$ cat config.mk
export PLATFORM = sky130hd
export DESIGN_NAME = nn_output_fifo_flat
export DESIGN_NICKNAME = d
export VERILOG_FILES = /design/src/rtl/nn_output_fifo_if.sv /design/src/rtl/nn_output_fifo.sv /design/src/flat_wrapper.sv
export SDC_FILE = /design/constraint.sdc
export NUM_CORES = 1
export LEC_CHECK = 0
export BUFFER_PORTS_ARGS = -buffer_cell sky130_fd_sc_hd__clkbuf_2
export CORE_MARGIN = 1
export CORE_UTILIZATION = 30
export DETAILED_ROUTE_END_ITERATION = 6
export PLACE_DENSITY = 0.43
export SYNTH_ARGS = -nofsm -noshare
export SYNTH_HDL_FRONTEND = slang
export SYNTH_SLANG_ARGS = --single-unit
$ cat constraint.sdc
create_clock -name clk -period 4.7 [get_ports clk]
set_clock_uncertainty 0.2 [all_clocks]
set_input_delay 0.47 -clock clk [delete_from_list [all_inputs] [get_ports clk]]
set_output_delay 0.47 -clock clk [all_outputs]
set_load 0.03 [all_outputs]
$ cat src/rtl/nn_output_fifo_if.sv
// Result-side handshake and wishbone read bundle for nn_output_fifo.
// master: NN core plus bus decode; slave: the FIFO.
// Optional sticky error flags appear when NN_OUT_FIFO_FLAGS_EN is defined.
interface nn_output_fifo_if #(
  parameter int unsigned AW = 3
);
  logic          res_valid;
  logic [31:0]   res_data;
  logic          res_ready;
  logic          rd_stb;
  logic          rd_ack;
  logic [31:0]   rd_data;
  logic          empty;
  logic          full;
  logic [AW:0]   count;
`ifdef NN_OUT_FIFO_FLAGS_EN
  logic          overflow;
  logic          underflow;
`endif

  modport master (
    output res_valid, res_data, rd_stb,
    input  res_ready, rd_ack, rd_data, empty, full, count
`ifdef NN_OUT_FIFO_FLAGS_EN
    , input overflow, underflow
`endif
  );

  modport slave (
    input  res_valid, res_data, rd_stb,
    output res_ready, rd_ack, rd_data, empty, full, count
`ifdef NN_OUT_FIFO_FLAGS_EN
    , output overflow, underflow
`endif
  );
endinterface

$ cat src/rtl/nn_output_fifo.sv
// Result buffer between the NN datapath and the wishbone read-data mux.
// Circular buffer with exact occupancy count; NN core pushes via valid/ready,
// bus drains one word per two-cycle classic read (IDLE -> ACK).
// Empty reads return zero and still acknowledge.
// Optional: define NN_OUT_FIFO_FLAGS_EN for sticky overflow/underflow outputs.
module nn_output_fifo #(
  parameter int unsigned DEPTH = 8,
  parameter int unsigned AW    = 3
) (
  input logic            clk,
  input logic            rst,
  nn_output_fifo_if.slave bus
);

  localparam logic [AW:0] FullCount = (AW+1)'(DEPTH);

  typedef enum logic {StIdle, StAck} state_e;

  state_e          state_q;
  logic [31:0]     mem_q [DEPTH];
  logic [AW-1:0]   wr_ptr_q, wr_ptr_d;
  logic [AW-1:0]   rd_ptr_q, rd_ptr_d;
  logic [AW:0]     count_q, count_d;
  logic            rd_ack_q;
  logic [31:0]     rd_data_q;

  logic empty, full, push, rd_accept, pop;

  assign empty     = (count_q == '0);
  assign full      = (count_q == FullCount);
  assign push      = bus.res_valid && !full;
  assign rd_accept = (state_q == StIdle) && bus.rd_stb;
  assign pop       = rd_accept && !empty;

  // Next pointers and occupancy; simultaneous push/pop leaves count unchanged.
  always_comb begin
    wr_ptr_d = wr_ptr_q;
    rd_ptr_d = rd_ptr_q;
    count_d  = count_q;
    if (push) wr_ptr_d = wr_ptr_q + AW'(1);
    if (pop)  rd_ptr_d = rd_ptr_q + AW'(1);
    case ({push, pop})
      2'b10:   count_d = count_q + (AW+1)'(1);
      2'b01:   count_d = count_q - (AW+1)'(1);
      default: count_d = count_q;
    endcase
  end

  // Pointer and occupancy registers.
  always_ff @(posedge clk or posedge rst) begin
    if (rst) begin
      wr_ptr_q <= '0;
      rd_ptr_q <= '0;
      count_q  <= '0;
    end else begin
      wr_ptr_q <= wr_ptr_d;
      rd_ptr_q <= rd_ptr_d;
      count_q  <= count_d;
    end
  end

  // Storage is deliberately not reset; only the pointers define validity.
  always_ff @(posedge clk) begin
    if (push) mem_q[wr_ptr_q] <= bus.res_data;
  end

  // Read FSM with registered ack and data; data holds outside ACK.
  always_ff @(posedge clk or posedge rst) begin
    if (rst) begin
      state_q   <= StIdle;
      rd_ack_q  <= 1'b0;
      rd_data_q <= '0;
    end else begin
      case (state_q)
        StIdle: begin
          rd_ack_q <= 1'b0;
          if (bus.rd_stb) begin
            state_q   <= StAck;
            rd_ack_q  <= 1'b1;
            rd_data_q <= empty ? 32'h0 : mem_q[rd_ptr_q];
          end
        end
        StAck: begin
          state_q  <= StIdle;
          rd_ack_q <= 1'b0;
        end
        default: begin
          state_q  <= StIdle;
          rd_ack_q <= 1'b0;
        end
      endcase
    end
  end

`ifdef NN_OUT_FIFO_FLAGS_EN
  logic overflow_q, underflow_q;

  // Sticky error flags, cleared only by reset.
  always_ff @(posedge clk or posedge rst) begin
    if (rst) begin
      overflow_q  <= 1'b0;
      underflow_q <= 1'b0;
    end else begin
      if (bus.res_valid && full) overflow_q  <= 1'b1;
      if (rd_accept && empty)    underflow_q <= 1'b1;
    end
  end

  assign bus.overflow  = overflow_q;
  assign bus.underflow = underflow_q;
`endif

  assign bus.res_ready = !full;
  assign bus.rd_ack    = rd_ack_q;
  assign bus.rd_data   = rd_data_q;
  assign bus.empty     = empty;
  assign bus.full      = full;
  assign bus.count     = count_q;

endmodule

$ cat src/flat_wrapper.sv
// flat-port wrapper written by rule: the top's interface ports become plain ports
module nn_output_fifo_flat 
#(
  parameter int unsigned DEPTH = 8,
  parameter int unsigned AW    = 3
)
  (clk, rst, bus_res_valid, bus_res_data, bus_rd_stb, bus_res_ready, bus_rd_ack, bus_rd_data, bus_empty, bus_full, bus_count);
  nn_output_fifo_if #(.AW(AW)) bus_i ();
  input logic clk;
  input logic rst;
  input wire logic [$bits(bus_i.res_valid)-1:0] bus_res_valid;
  input wire logic [$bits(bus_i.res_data)-1:0] bus_res_data;
  input wire logic [$bits(bus_i.rd_stb)-1:0] bus_rd_stb;
  output wire logic [$bits(bus_i.res_ready)-1:0] bus_res_ready;
  output wire logic [$bits(bus_i.rd_ack)-1:0] bus_rd_ack;
  output wire logic [$bits(bus_i.rd_data)-1:0] bus_rd_data;
  output wire logic [$bits(bus_i.empty)-1:0] bus_empty;
  output wire logic [$bits(bus_i.full)-1:0] bus_full;
  output wire logic [$bits(bus_i.count)-1:0] bus_count;
  assign bus_i.res_valid = bus_res_valid;
  assign bus_i.res_data = bus_res_data;
  assign bus_i.rd_stb = bus_rd_stb;
  assign bus_res_ready = bus_i.res_ready;
  assign bus_rd_ack = bus_i.rd_ack;
  assign bus_rd_data = bus_i.rd_data;
  assign bus_empty = bus_i.empty;
  assign bus_full = bus_i.full;
  assign bus_count = bus_i.count;
  nn_output_fifo #(.DEPTH(DEPTH), .AW(AW)) u_core (.clk(clk), .rst(rst), .bus(bus_i));
endmodule
Word level (Yosys, flattened, before mapping)
Memory sizes are Yosys's and may differ from the RTL's.
Cells that the tools add are included.
{ "word_totals": {"ff_bits": 43, "ramBits": 256, "inputBits": 36, "output_inout_bits": 40, "word_cells": 28, "memories": 1} }
{ "mem_list": {"columns": ["memory", "words", "word_bits", "read_ports", "rd_ports_with_merged_regs", "write_ports", "line", "source"], "rows": [
  ["u_core.mem_q", 8, 32, 1, 0, 1, "nn_output_fifo.sv:20", "logic [31:0] mem_q [DEPTH];"]
]} }
{ "classes": {"add_sub_neg": 4, "n_eq_ne": 3, "muxes": 6, "n_bitwise": 1, "reduce_logical": 8} }
{ "op_table": {"columns": ["cell", "n"], "rows": [
  ["2-to-1 mux 32 bit", 1],
  ["case mux 4 bit (2 select lines)", 1],
  ["adder 3 x 1 -> 3 bit, second input constant", 2],
  ["adder 4 x 1 -> 4 bit, second input constant", 1],
  ["equality test 4 bit, second input constant", 1],
  ["zero test 4 bit", 1],
  ["subtractor 4 x 1 -> 4 bit, second input constant", 1],
  ["logical AND 1 bit", 3],
  ["2-to-1 mux 1 bit", 3],
  ["equality test 2 x 1 -> 1 bit, second input constant", 1],
  ["equality test 2 bit, second input constant", 1],
  ["zero test 1 bit", 2],
  ["case mux 1 bit (2 select lines)", 1],
  ["AND reduction 2 bit", 1],
  ["nonzero test 2 bit", 1],
  ["inverter 1 bit", 1]
]} }

Logic depth before layout (Yosys ltp)
Gate-level depths: netlist of the first run.
{ "depth": {"ltp_word": 5, "mapped_depth": 12, "mapped_depth_nobuf": 10} }

Worst setup path before layout of the first run
Ideal clock, no wire load.
{ "synth_timing": {"kind": "register to register", "from": "register u_core.count_q[0], in the netlist u_core.bus.count[0]", "to": "memory u_core.mem_q[0][0] (enable)", "setup_time_ns": 0.461, "t_arrival_ns": 3.365, "path_slack_ns": 0.674, "stages_incl_launch_ff": 5, "synth_period_minus_slack_ns": 4.026, "cell_sequence": "dfrtp_1 > or4b_4 > and2_4 > nand2b_2 > nor3_1"} }
{ "synth_between": {"elab_chain_cells": 5} }
{ "synth_lines": {"columns": ["element", "line", "source"], "rows": [
  ["start, declared", "nn_output_fifo.sv:23", "logic [AW:0] count_q, count_d;"],
  ["start signal, assigned", "nn_output_fifo.sv:58", "count_q <= count_d;"],
  ["equality test 4 bit", "nn_output_fifo.sv:30", "assign full = (count_q == FullCount);"],
  ["zero test 1 bit", null, null],
  ["net bus_res_ready", "flat_wrapper.sv:14", "output wire logic [$bits(bus_i.res_ready)-1:0] bus_res_ready;"],
  ["logical AND 1 bit", "nn_output_fifo.sv:31", "assign push = bus.res_valid && !full;"],
  ["2-to-1 mux 1 bit", "nn_output_fifo.sv:64", "if (push) mem_q[wr_ptr_q] <= bus.res_data;"],
  ["2-to-1 mux 1 bit (not written as such)", "nn_output_fifo.sv:64", null],
  ["end, declared", "nn_output_fifo.sv:20", null]
]} }
The timed path passes the listed nets, and every way through them passes these cells.

Final worst setup path of the first run
{ "layout_timing": {"from": "register u_core.state_q", "to": "register u_core.count_q[2], in the netlist u_core.bus.count[2]"} }
{ "layout_between": {"elab_chain_cells": 5, "word_cells_on_any_way": 7, "classes_between": "eq/ne (2); mux (1); bitwise (1); reduce/logical (3)"} }
{ "layout_lines": {"columns": ["element", "line", "source"], "rows": [
  ["start, declared", "nn_output_fifo.sv:19", "state_e state_q;"],
  ["start signal, assigned", "nn_output_fifo.sv:70", "state_q <= StIdle;"],
  ["start signal, assigned", "nn_output_fifo.sv:78", "state_q <= StAck;"],
  ["start signal, assigned", "nn_output_fifo.sv:84", "state_q <= StIdle;"],
  ["inverter 1 bit (*)", "nn_output_fifo.sv:32", "assign rd_accept = (state_q == StIdle) && bus.rd_stb;"],
  ["logical AND 1 bit (*)", "nn_output_fifo.sv:32", null],
  ["logical AND 1 bit (*)", "nn_output_fifo.sv:33", "assign pop = rd_accept && !empty;"],
  ["net u_core.pop", "nn_output_fifo.sv:27", "logic empty, full, push, rd_accept, pop;"],
  ["equality test 2 x 1 -> 1 bit or equality test 2 bit (tied branches)", "nn_output_fifo.sv:42", "case ({push, pop})"],
  ["case mux 4 bit (2 select lines) or nonzero test 2 bit (tied branches)", null, null]
]} }
The timed path passes the listed nets; every way through them passes the cells marked *.
A chain may end at the register's enable or synchronous reset.

==> impl_metrics.csv, run 1 <==
group,metric,value,unit
synth,postSynthCellCount,617,
layout,layout.nets,752,
pwr,combPwrFrac,0.278,
layout,synthToLayoutAreaGrowth,18.0,%
floorplan,dieArea,39800,um^2
grt,grt-ovfl-total,0,
clocking,tritoncts,"done",
setup_path,cp.required,4.87,ns
route,via_count,5826,
pwr,pwr-share-clk,0.297,
synth,yosys.area.top_type_share,0.656,
pwr,power.total,8.93,mW
placement,dp.cells,1190,
synth,yosys-top-cells-area,"edfxtp_1 66%, dfrtp_1 9.2%, mux4_2 6.2%",
placement,place.port_buffers,75,
pwr,power_density,646,nW/um^2
sta,setup_tns,0,ns
setup_path,cp_max_fo,34,
clocking,ctsLongestPathBuffers,3,
synth,synth-edff-count,256,
sta,tightest_slew,1.02,ns
setup_path,cp_num_buf_inv,2,
route,wl_per_cell,22.4,um
sta,hold_slack,0.0459,ns
synth,yosysMostFrequentCell,"edfxtp_1",
setup_path,r2r-start,"u_core.state_q$_DFF_PP0_",
setup_path,path_delay_family,"simple AND/OR/NAND/NOR gates",
clocking,numCtsBuffers,36,
hold_path,holdCritStartpoint,"bus_res_data[9]",
sta,slew_headroom,0.323,
layout,final_cells,1256,
clocking,cts_resized,0,
floorplan,io_pins,76,
setup_path,crit_arrival,2.93,ns
setup_path,startpoint_type,"flop",
floorplan,initial_core_util,0.304,
synth,ys_async_sr_fraction,0.144,
pwr,ir_drop,0.000365,V
setup_path,critPathMaxStageDelay,0.39,ns
sta,rsz0062_at_grt,"false",
sta,maxSlewViolCount,0,
synth,netlist_top_cells_count,"256 x edfxtp_1, 63 x mux2_2, 44 x nand2_1",
route,vias_per_cell,4.64,
route,antenna_left,0,
grt,grt_antenna_before_repair,1,
route,drt_iter0_drc,279,
synth,ys_seq_area_frac,0.748,
layout,n_fill_cell,3687,
job,maxCapViolCount,0,
floorplan,chipHeight,200,um
grt,grt_pass1_vias,6339,
floorplan,die_w,200,um
route,wirelength,28.1,mm
layout,layout-drive-gt1-share,0.392,
sta,setup_viol,0,
route,wl_met2,13.8,mm
placement,gp_congestion,0.701,
route,wl_met3,1.09,mm
synth,yosys_warnings,0,
synth,avgSynthCellArea,19.0,um^2
grt,grtUsageTotal,0.146,
synth,ys_seq_elements,299,
pwr,leakage,4.74,nW
synth,syn-num-nets,658,
setup_path,cp-end-kind,"flop",
clocking,htree_num_levels,2,
hold_path,hold_path.class,"primary input to flop",
clocking,clk_pin_slew,0.05,ns
synth,post_synth_num_cell_types,35,
route,drc,0,
sta,period_minus_slack,2.75,ns
sta,period_share,0.586,
grt,grt_pass1_wl,41.5,mm
floorplan,row_count,72,
setup_path,slowest_stage,"or2_2",
placement,place_hpwl,15.1,mm
route,wl_met1,12.8,mm
setup_path,crit_type,"flop to flop",
sta,max_clock_freq,363,MHz
pwr,p_sw,2.92,mW
synth,syn-cell-area,11700,um^2
pwr,seqPwrFrac,0.426,
pwr,internal-power,6.01,mW
synth,synth_area_leader_cell,"edfxtp_1",
setup_path,crit_path_frequent_cell,"xor2_1",
layout,antenna_cells,0,
clocking,worstSkewPairLatency,0.51,ns
pwr,p_sw_frac,0.327,
status,outcome,"completed",
setup_path,crit_path_cell_trace,"nand2b_2 > buf_4 > or2_2 > inv_2 > ha_1 > xor2_1 > ha_1 > a21oi_1 > xor2_1 > nor2_1 > xor2_1",
route,top_layer,"met5",
grt,grt_max_degree,78,
sta,hold_violations,0,
floorplan,core,38600,um^2
clocking,cts_root_buf,"clkbuf_16",
synth,synth_ff_type,"edfxtp_1",
clocking,clock-sinks,299,
route,first_pass_iters,4,
setup_path,startpoint,"u_core.state_q$_DFF_PP0_",
==> logic make-up after synthesis <==
kind of cell	share of synthesized area
flops	0.748
simple gates	0.0415
mux	0.124
compound gates	0.0517
buf+inv	0.0234
xor+xnor	0.00598
fa+ha+maj	0.00534
==> registers in the layout (all words and copies together) (netlist names) <==
register and flops:
u_core.bus.rd_data 32, u_core.rd_ptr_q 3, u_core.mem_q 256, u_core.state_q 1
u_core.bus.count 4, u_core.wr_ptr_q 3
==> power groups by stage <==
stage,combinational [mW],sequential (mW),clock [mW]
6_report,2.48,3.80,2.65
5_1_grt,2.71,3.87,2.81
4_1_cts,2.56,3.82,2.72
3_5_place_dp,2.55,3.87,0
3_3_place_gp,2.51,3.84,0
2_1_floorplan,1.70,3.92,0
==> final timing paths <==
kind                                                 endpoint  slack (ns)  depth (start not counted)
setup / recovery              u_core.bus.count[2]$_DFFE_PP0P_        1.95                         11
hold / removal                   u_core.mem_q[7][9]$_DFFE_PP_        0.05                          1
setup reg to reg              u_core.bus.count[2]$_DFFE_PP0P_        1.95                         11
hold reg to reg            u_core.bus.rd_data[30]$_DFFE_PP0P_        0.28                          2
max in group asynchronous      u_core.rd_ptr_q[0]$_DFFE_PP0P_        2.96                          4
min in group asynchronous  u_core.bus.rd_data[21]$_DFFE_PP0P_        0.42                          3
==> cells in the final DEF (no fill, tap or decap), types with 2 or more instances in the layout <==
| master | n |
|---|---|
| edfxtp_1 | 256 |
| clkbuf_2 | 75 |
| mux2_2 | 63 |
| nand2_1 | 44 |
| dfrtp_1 | 40 |
| clkbuf_16 | 37 |
| o22ai_1 | 33 |
| mux4_2 | 32 |
| o31ai_2 | 28 |
| nor2b_1 | 19 |
| nor2_1 | 15 |
| buf_4 | 13 |
| clkbuf_8 | 10 |
| clkbuf_1 | 10 |
| nor2_4 | 6 |
| nand2b_1 | 5 |
| clkinv_2 | 5 |
| xnor2_1 | 5 |
| ha_1 | 5 |
| o31ai_1 | 4 |
| xor2_1 | 3 |
| inv_6 | 3 |
| nand2b_2 | 2 |
| inv_1 | 2 |
| or2_2 | 2 |
| inv_2 | 2 |
| mux2_1 | 2 |
| nand2_2 | 2 |
| nor3_2 | 2 |
| dfrtp_2 | 2 |
==> layout make-up <==
| type | count | area, um^2 | share of cell area |
|---|---|---|---|
| Tap cell | 518 | 648 | 0.0469 |
| Timing Repair Buffer | 90 | 503 | 0.0364 |
| Multi-Input combinational cell | 279 | 2740 | 0.198 |
| Inverter | 5 | 20.0 | 0.00145 |
| Sequential cell | 299 | 8770 | 0.634 |
| Clock inverter | 8 | 50.0 | 0.00362 |
| Clock buffer | 57 | 1100 | 0.0796 |
==> layer usage <==
layer,track usage,up-vias
met5,0,-
met4,0.0319,2
met3,0.0260,36
met2,0.250,118
met1,0.193,3057
li1,-,2613
==> what timing repair did <==
action | 4_1_cts | 5_1_grt
setup buffers | 0 | 0
endpoints found under the hold margin | 23 | 0
hold buffers | 1 | 0
==> per-stage QoR <==
stage / area, um^2 / util / worst slack (ns)
after floorplan: 11700 / - / 0.674
after global placement: 12700 / 0.328 / 1.86
after detailed placement: 12700 / 0.328 / 1.78
after CTS: 13800 / 0.359 / 1.91
after global routing: 13800 / 0.359 / 1.81
final: 13800 / 0.359 / 1.95
==> worst register-to-register path, cell delays in order, from the launching register on <==
cell	delay, ns
dfrtp_1	0.38
nand2b_2	0.17
buf_4	0.29
or2_2	0.41
inv_2	0.09
ha_1	0.26
xor2_1	0.10
ha_1	0.18
a21oi_1	0.16
xor2_1	0.16
nor2_1	0.07
xor2_1	0.14
(Power assumes the default switching activity.)
==> run 2, diff against run 1 <==
Settings changed: PLACE_DENSITY 0.43 to 0.45.
Clock period 4.7 ns to 2.5 ns, I/O delays scaled along.
==> impl_metrics.csv, run 2 (synthesis gave the netlist of run 1 again) <==
group,metric,value,unit
status,outcome,"completed",
hold_path,hold_path.class,"primary input to flop",
placement,dp.cells,1213,
placement,preCtsSetupSlack,-0.0171,ns
layout,most-common-layout-cells,"256 x edfxtp_1, 75 x clkbuf_2, 63 x mux2_2",
sta,period_minus_slack,2.43,ns
floorplan,initial_core_util,0.304,
layout,multi_input_area,2800,um^2
placement,place_hpwl,16.4,mm
clocking,cts_root_buf,"clkbuf_16",
clocking,clk_pin_slew,0.05,ns
floorplan,row_count,72,
sta,period_share,0.973,
sta,tightest_slew,0.754,ns
setup_path,startpoint,"u_core.bus.count[1]$_DFFE_PP0P_",
route,antenna_left,0,
clocking,numCtsBuffers,34,
sta,hold_violations,0,
placement,gp_congestion,0.751,
job,maxCapViolCount,0,
hold_path,holdCritStartpoint,"bus_rd_stb",
floorplan,core,38600,um^2
clocking,tritoncts,"done",
setup_path,startpoint_type,"flop",
grt,grt_pass1_wl,41.4,mm
layout,largest_register_ffs,256,
route,drt_iter0_drc,303,
sta,setup_viol,0,
grt,grtUsageTotal,0.144,
route,vias_per_cell,4.65,
grt,grt-ovfl-total,0,
setup_path,cp-end-kind,"flop",
sta,slew_headroom,0.497,
clocking,htree_num_levels,2,
layout,n_fill_cell,3639,
clocking,clock-sinks,299,
layout,layout.nets,812,
sta,maxSlewViolCount,0,
sta,setup_slack,0.0664,ns
floorplan,dieArea,39800,um^2
floorplan,io_pins,76,
sta,rsz0062_at_grt,"true",
pwr,power_density,1180,nW/um^2
setup_path,crit_arrival,2.64,ns
layout,antenna_cells,0,
layout,largest-register,"u_core.mem_q",
grt,grt_antenna_before_repair,0,
clocking,worstSkewPairLatency,0.50,ns
pwr,leakage,4.98,nW
layout,synthToLayoutAreaGrowth,23.2,%
layout,final_common_cell,"edfxtp_1",
grt,grt_pass1_vias,6634,
route,drc,0,
floorplan,chipHeight,200,um
pwr,ir_drop,0.000427,V
layout,utilization,0.374,
layout,seq_area,8770,um^2
sta,max_clock_freq,411,MHz
clocking,ctsLongestPathBuffers,3,
floorplan,die_w,200,um
route,via_count,6104,
setup_path,crit_type,"flop to flop",
route,wl_per_cell,21.5,um
placement,place.port_buffers,75,
layout,final_cells,1313,
layout,layout-drive-gt1-share,0.399,
setup_path,cp_max_fo,4,
grt,grt_max_degree,35,
route,first_pass_iters,4,
setup_path,cp.required,2.71,ns
route,wirelength,28.2,mm
setup_path,r2r-start,"u_core.bus.count[1]$_DFFE_PP0P_",
## run 2: path summary, 6_finish.rpt
kind	end	slack, ns	cells after the start
setup / recovery	u_core.bus.count[2]$_DFFE_PP0P_	0.07	10
hold / removal	u_core.rd_ptr_q[1]$_DFFE_PP0P_	0.03	6
setup reg to reg	u_core.bus.count[2]$_DFFE_PP0P_	0.07	10
hold reg to reg	u_core.bus.rd_data[5]$_DFFE_PP0P_	0.29	2
max in group asynchronous	u_core.rd_ptr_q[0]$_DFFE_PP0P_	1.36	4
min in group asynchronous	u_core.bus.rd_data[4]$_DFFE_PP0P_	0.14	3
## run 2: metrics by stage
step / area [um^2] / hold slack [ns] / setup TNS (ns) / power (mW)
floorplan: 11800 / 0.149 / -4.03 / 10.7
global placement: 13000 / 0.120 / 0 / 12.4
detailed placement: 13000 / 0.133 / -0.447 / 12.5
CTS: 14400 / 0.0138 / 0 / 17.2
global route: 14400 / 0.0873 / -0.0340 / 17.9
finish: 14400 / 0.0279 / 0 / 17.0
## run 2: area by class of cell
| type | instances | share of cell area |
|---|---|---|
| Clock buffer | 52 | 0.0686 |
| Sequential cell | 299 | 0.608 |
| Clock inverter | 8 | 0.00312 |
| Timing Repair Buffer | 150 | 0.0796 |
| Tap cell | 518 | 0.0449 |
| Multi-Input combinational cell | 281 | 0.194 |
| Inverter | 5 | 0.00182 |
## run 2: layer usage
layer  routed length [um]  share of wire  track usage
met1                12800           0.46        0.192
met3                 1180          0.042       0.0223
met4                  492          0.017       0.0382
met2                13700           0.49        0.242
met5                    0              0            0
## run 2: what timing repair did
item                                   4_1_cts  5_1_grt
hold buffers                                34        0
pin swaps                                    7        7
setup endpoints to repair                   38       65
cloned                                       0        2
endpoints found under the hold margin      274        0
buffers inserted                             2        2
gates resized for setup                      0        2
## run 2: where the power goes
part	internal, mW	switching [mW]
Clock	2.73	1.90
Combinational	2.25	3.29
Sequential	6.41	0.440
Total	11.4	5.63
## run 2: critical path: stages (launching register included)
cell and delay, ns:
dfrtp_2 0.40, or4b_4 0.54, and2_4 0.19, clkinv_4 0.06
ha_4 0.12, xor2_1 0.16, ha_2 0.20, a21oi_2 0.04
xor2_1 0.15, nor2_1 0.12, xor2_1 0.16
